<file path="config.mk">
export PLATFORM = sky130hd
export DESIGN_NAME = systolic_feeder_3by3
export DESIGN_NICKNAME = d
export VERILOG_FILES = /design/src/rtl/systolic_feeder_3by3.sv
export SDC_FILE = /design/constraint.sdc
export NUM_CORES = 1
export LEC_CHECK = 0
export CORE_UTILIZATION = 55
export DETAILED_ROUTE_END_ITERATION = 6
export HOLD_SLACK_MARGIN = 0.06
export PLACE_DENSITY_LB_ADDON = 0.15
export SYNTH_ARGS = -nofsm -noshare
export SYNTH_HDL_FRONTEND = slang
export SYNTH_SLANG_ARGS = --single-unit
</file>
<file path="constraint.sdc">
create_clock -name clk -period 9.1 [get_ports clk]
set_input_delay 0.91 -clock clk [delete_from_list [all_inputs] [get_ports clk]]
set_output_delay 0.91 -clock clk [all_outputs]
set_load 0.01 [all_outputs]
</file>
<file path="src/rtl/systolic_feeder_3by3.sv">
//------------------------------------------------------------------------------
// Module  : systolic_feeder_3by3
// Brief   : Latches a 4x4 matrix and streams three skewed rows into a 3x3
//           systolic array. Optional macro FEEDER_PIPE_OUT_EN adds an output
//           register stage on left1/2/3, valid and done.
// Revision: 1.0 - initial release
//------------------------------------------------------------------------------
`default_nettype none

module systolic_feeder_3by3 #(
  parameter int DW   = 8,
  parameter int NCYC = 10
) (
  input  logic             clk,
  input  logic             rst,
  input  logic             start,
  input  logic [16*DW-1:0] a_flat,
  output logic [DW-1:0]    left1,
  output logic [DW-1:0]    left2,
  output logic [DW-1:0]    left3,
  output logic             valid,
  output logic             busy,
  output logic             done
);

  typedef enum logic [0:0] {
    S_IDLE   = 1'b0,
    S_STREAM = 1'b1
  } state_t;

  localparam logic [3:0] C_TLAST = 4'(NCYC - 1);

  state_t             r_state, w_state_nxt;
  logic [3:0]         r_t, w_t_nxt;
  logic [16*DW-1:0]   r_mat, w_mat_nxt;
  logic               w_done_nxt;
  logic               w_stream_nxt;
  logic [DW-1:0]      w_left_nxt [3];
  logic [DW-1:0]      r_left [3];
  logic               r_valid;
  logic               r_busy;
  logic               r_done;

  // Element j of row stream k: row k+1 reversed, then row k reversed.
  function automatic logic [DW-1:0] seq_val(input logic [16*DW-1:0] m,
                                            input int k, input int j);
    int row;
    int col;
    row = (j < 4) ? k + 1 : k;
    col = (j < 4) ? 4 - j : 8 - j;
    return m[((row - 1) * 4 + col - 1) * DW +: DW];
  endfunction

  always_comb begin
    w_state_nxt = r_state;
    w_t_nxt     = r_t;
    w_mat_nxt   = r_mat;
    w_done_nxt  = 1'b0;
    case (r_state)
      S_IDLE: begin
        if (start) begin
          w_state_nxt = S_STREAM;
          w_t_nxt     = '0;
          w_mat_nxt   = a_flat;
        end
      end
      S_STREAM: begin
        if (r_t == C_TLAST) begin
          w_done_nxt = 1'b1;
          w_t_nxt    = '0;
          // A start on the last cycle chains straight into the next frame.
          if (start) w_mat_nxt = a_flat;
          else       w_state_nxt = S_IDLE;
        end else begin
          w_t_nxt = r_t + 4'd1;
        end
      end
      default: w_state_nxt = S_IDLE;
    endcase
  end

  assign w_stream_nxt = (w_state_nxt == S_STREAM);

  // Outputs are computed from next-state values so they register in step with t.
  always_comb begin
    for (int k = 0; k < 3; k++) begin
      w_left_nxt[k] = '0;
      if (w_stream_nxt && int'(w_t_nxt) >= k && int'(w_t_nxt) <= k + 7)
        w_left_nxt[k] = seq_val(w_mat_nxt, k + 1, int'(w_t_nxt) - k);
    end
  end

  always_ff @(posedge clk) begin
    if (rst) begin
      r_state <= S_IDLE;
      r_t     <= '0;
      r_mat   <= '0;
      r_valid <= 1'b0;
      r_busy  <= 1'b0;
      r_done  <= 1'b0;
      for (int k = 0; k < 3; k++) r_left[k] <= '0;
    end else begin
      r_state <= w_state_nxt;
      r_t     <= w_t_nxt;
      r_mat   <= w_mat_nxt;
      r_valid <= w_stream_nxt;
      r_busy  <= w_stream_nxt;
      r_done  <= w_done_nxt;
      for (int k = 0; k < 3; k++) r_left[k] <= w_left_nxt[k];
    end
  end

`ifdef FEEDER_PIPE_OUT_EN
  logic [DW-1:0] r_pipe_left [3];
  logic          r_pipe_valid;
  logic          r_pipe_done;

  always_ff @(posedge clk) begin
    if (rst) begin
      r_pipe_valid <= 1'b0;
      r_pipe_done  <= 1'b0;
      for (int k = 0; k < 3; k++) r_pipe_left[k] <= '0;
    end else begin
      r_pipe_valid <= r_valid;
      r_pipe_done  <= r_done;
      for (int k = 0; k < 3; k++) r_pipe_left[k] <= r_left[k];
    end
  end

  assign left1 = r_pipe_left[0];
  assign left2 = r_pipe_left[1];
  assign left3 = r_pipe_left[2];
  assign valid = r_pipe_valid;
  assign done  = r_pipe_done;
`else
  assign left1 = r_left[0];
  assign left2 = r_left[1];
  assign left3 = r_left[2];
  assign valid = r_valid;
  assign done  = r_done;
`endif

  assign busy = r_busy;

endmodule

`default_nettype wire

</file>
==> impl_results.md <==
* Outcome: complete, no violations
* Number of instances in the synthesized netlist at 1293
* Worst reg2reg path startpoint: r_t[0]$_SDFF_PP0_
* Total congestion overflow after global routing at 0
* Sort of element at the end of the critical path: register
* Top Ports at 158
* Area growth from synthesis to layout at 21.0%
* Number of flops mapped to enable cells by yosys at 0
* Post-Layout Inst Area at 12300 um2
* Setup repair after global routing missed its margin: no
* Initial antenna violation count at 0
* Diode insertion count for antenna repair at 0
* Cell type with the highest aggregate area in the netlist: sky130_fd_sc_hd__dfxtp_1
* Core utilization of the finished layout at about two thirds
* Transition at the pin with the smallest max-transition slack at 1230 ps
* Area after detailed placement at between 10000 and 15000 um2
* Remaining max-slew budget at the tightest pin at roughly 18%
* Gp weighted congestion at 0.917
* LEAKAGE at 4.58 nW
* Number of placement rows at approximately 50
* Count of placed standard cells including taps at 1581
* Worst setup skew after layout at 10.2 ps
* Number of design rule violations left after detail routing at 0
* Primary flip-flop cell chosen by synthesis mapping: sky130_fd_sc_hd__dfxtp_1
* Number of clock sinks seen by CTS at 158
* CTS root buffer: sky130_fd_sc_hd__clkbuf_16
* Wirelength per Cell at 21.3 um
* First-pass GRT wire length at around 52000 um
* Final worst-path cycle share at 78.4%
* Cell area after technology mapping at between 10000 and 15000 um2
* Startpoint of the most critical hold path: r_mat[45]$_SDFF_PP0_
* Number of global-route vias before repair at roughly 9200
* #FFs+latches synth at 158
* Drt first-iter violations at 1501
* CP Max Fanout at 42
* Share of layout cells above drive strength 1 at just over 7%
* Maximum clock frequency at ~140 MHz
* Startpoint types: register
* Total via count after detailed routing at 10600
* Largest net degree at the start of global routing at 118
* Met1 track utilization from global routing at between 50% and 60%
* Final total power at about 0.0025 W
* Met3 demand-to-capacity share in global routing at 9.71%
* Resized cells post-CTS at 0
* CP arrival at 7520 ps
* Area share of the largest cell type after synthesis at 31.2%
* Via density per instance at about 6.6
* GR Util met2 at 51.9%
* Floorplan die area at 19000 um2
* Worst Hold Class: reg -> reg
* Final layout net count at 1527
* Count of input and output buffers at roughly 160
* Maximum clock path buffer count at 2
* Final min period at 7130 ps
* Routed Antenna Nets at 0
* Final setup viols at 0
* Post-cts hold buffer count at 0
* Number of failing hold endpoints at the final stage at 0
* Maximum resistive drop on vdd at roughly 0.00017 V
* Max Cap Viol at 0
* Insertion delay to the later sink of the worst-skew pair at 440 ps
* Pwr Density at 204 nW/um2
* Number of buffers inserted to repair setup after CTS at 0
* Filler Cell Count at 1491
* Required @ worst endpoint at 9480 ps
* Detailed Place HPWL at 22800 um
* Category of the critical setup timing path: reg -> reg
* Final Instance Count excl. Fillers at between 1500 and 2000
* Number of library cell types mapped by synthesis at 74
* Max Slew Vio Count at 0
* Grt peak-use layer: met2
* Number of buffers created by CTS at 17
* Initial cell density of the core at between 50% and 60%
* Clock transition at the register clock pins on the worst setup and hold paths after CTS at 70 ps
* Main area contributors after synthesis: sky130_fd_sc_hd__dfxtp_1, sky130_fd_sc_hd__mux2i_1, sky130_fd_sc_hd__nand2_1
* Mean area per synthesized cell at 7.83 um2
* Y dimension of the die at 138 um
* Setup TNS at 0 ps
* Beginning of the critical path: r_t[0]$_SDFF_PP0_
* Number of nets produced by synthesis at ~1400
* Synth warn at 0
* Core Region at about 18000 um2
* Post-synthesis async set-or-reset flop share at 0%
* Horizontal extent of the die at 138 um
* CTS tree: yes
* Register area share after synthesis at 31.2%
* Level count of the clock H-tree at 4
* Total GRT Usage at between 30 and 40%
* Number of search-and-repair iterations in the first detailed-routing pass at 6
* Total wirelength of the detailed-routed design at 34300 um
## flip-flops by register name, indices dropped and copies added (netlist names)
| register | count |
|---|---|
| busy | 1 |
| r_mat | 128 |
| r_left | 24 |
| r_t | 4 |
| done | 1 |
## cell families after synthesis
| kind of cell | count (synthesis) | share of synthesized area, % |
|---|---|---|
| buffers and inverters | 136 | 5.70 |
| muxes | 121 | 13.3 |
| and+or+nand+nor | 413 | 17.5 |
| AOI/OAI and AO/OA | 429 | 28.0 |
| xor gates and xnor gates | 10 | 0.865 |
| DFF | 158 | 31.2 |
| adders and majority gates | 26 | 3.41 |
## critical path: stages, from the launching register on
cell and delay [ps]:
sky130_fd_sc_hd__dfxtp_2 310, sky130_fd_sc_hd__buf_4 310, sky130_fd_sc_hd__ha_1 360, sky130_fd_sc_hd__nand3b_1 280, sky130_fd_sc_hd__nand2_1 510, sky130_fd_sc_hd__o21ai_1 770
sky130_fd_sc_hd__inv_1 340, sky130_fd_sc_hd__ha_1 500, sky130_fd_sc_hd__xnor2_1 450, sky130_fd_sc_hd__xnor2_1 210, sky130_fd_sc_hd__fa_1 1190, sky130_fd_sc_hd__inv_1 620
sky130_fd_sc_hd__o21ai_1 560, sky130_fd_sc_hd__o22ai_1 200, sky130_fd_sc_hd__a211oi_1 290, sky130_fd_sc_hd__o2bb2a_1 170
## layer usage
metal	vias up	routed length, um
met5	-	0
met4	0	1090
met3	95	4130
met2	674	14600
met1	4997	14500
li1	4883	-
## synthesized netlist by cell type (all sizes together), types with 9 or more instances
cell type  count
clkbuf        69
a211oi        27
a31oi         13
o21ai         72
o22ai         35
ha            22
mux2          11
o221a         10
a21oi        126
nand2        167
nor3          22
o211ai        16
mux4          10
nor2b         13
mux2i        100
a22oi         19
nand2b         9
buf           43
o221ai        22
nor2         155
inv           22
a21o          17
dfxtp        158
## cells in the final DEF, fill, tap and decap left out, types with 22 or more instances in the layout
cell	count
sky130_fd_sc_hd__clkdlybuf4s50_1	156
sky130_fd_sc_hd__o22ai_1	35
sky130_fd_sc_hd__nor3_1	22
sky130_fd_sc_hd__mux2i_1	100
sky130_fd_sc_hd__o21ai_0	68
sky130_fd_sc_hd__a211oi_1	27
sky130_fd_sc_hd__a21oi_1	125
sky130_fd_sc_hd__dfxtp_1	157
sky130_fd_sc_hd__nor2_1	155
sky130_fd_sc_hd__nand2_1	167
## path summary, 6_finish.rpt
kind,to,slack (ps),cells past startpoint
max,r_left[0][14]$_SDFF_PP0_,1970,15
min,r_mat[45]$_SDFF_PP0_,480,2
min reg2reg,r_mat[45]$_SDFF_PP0_,480,2
max reg2reg,r_left[0][14]$_SDFF_PP0_,1970,15
## area by class of cell
| cell class | instances | area, um2 | share of cell area, % |
|---|---|---|---|
| flip-flops and latches | 158 | 3160 | 25.8 |
| repair buffers | 171 | 1690 | 13.8 |
| multi-input cells | 999 | 6420 | 52.4 |
| clock inverters | 14 | 173 | 1.41 |
| inverters | 24 | 95.1 | 0.776 |
| clock buffers | 18 | 429 | 3.50 |
| well taps | 229 | 287 | 2.34 |
## power by group
part	internal (W)	switching, W	leakage (nW)
Sequential	0.000738	0.0000346	1.29
Combinational	0.000390	0.000588	3.00
Clock	0.000415	0.000332	0.293
Total	0.00154	0.000955	4.58
## stage by stage
step                      setup slack, ps  hold WS (ps)
after global placement               2480           456
after CTS                            2230           474
final                                1970           480
after detailed placement             2230           463
after floorplan                      3270           443
after global routing                 1580           489
(Power assumes the default switching activity.)
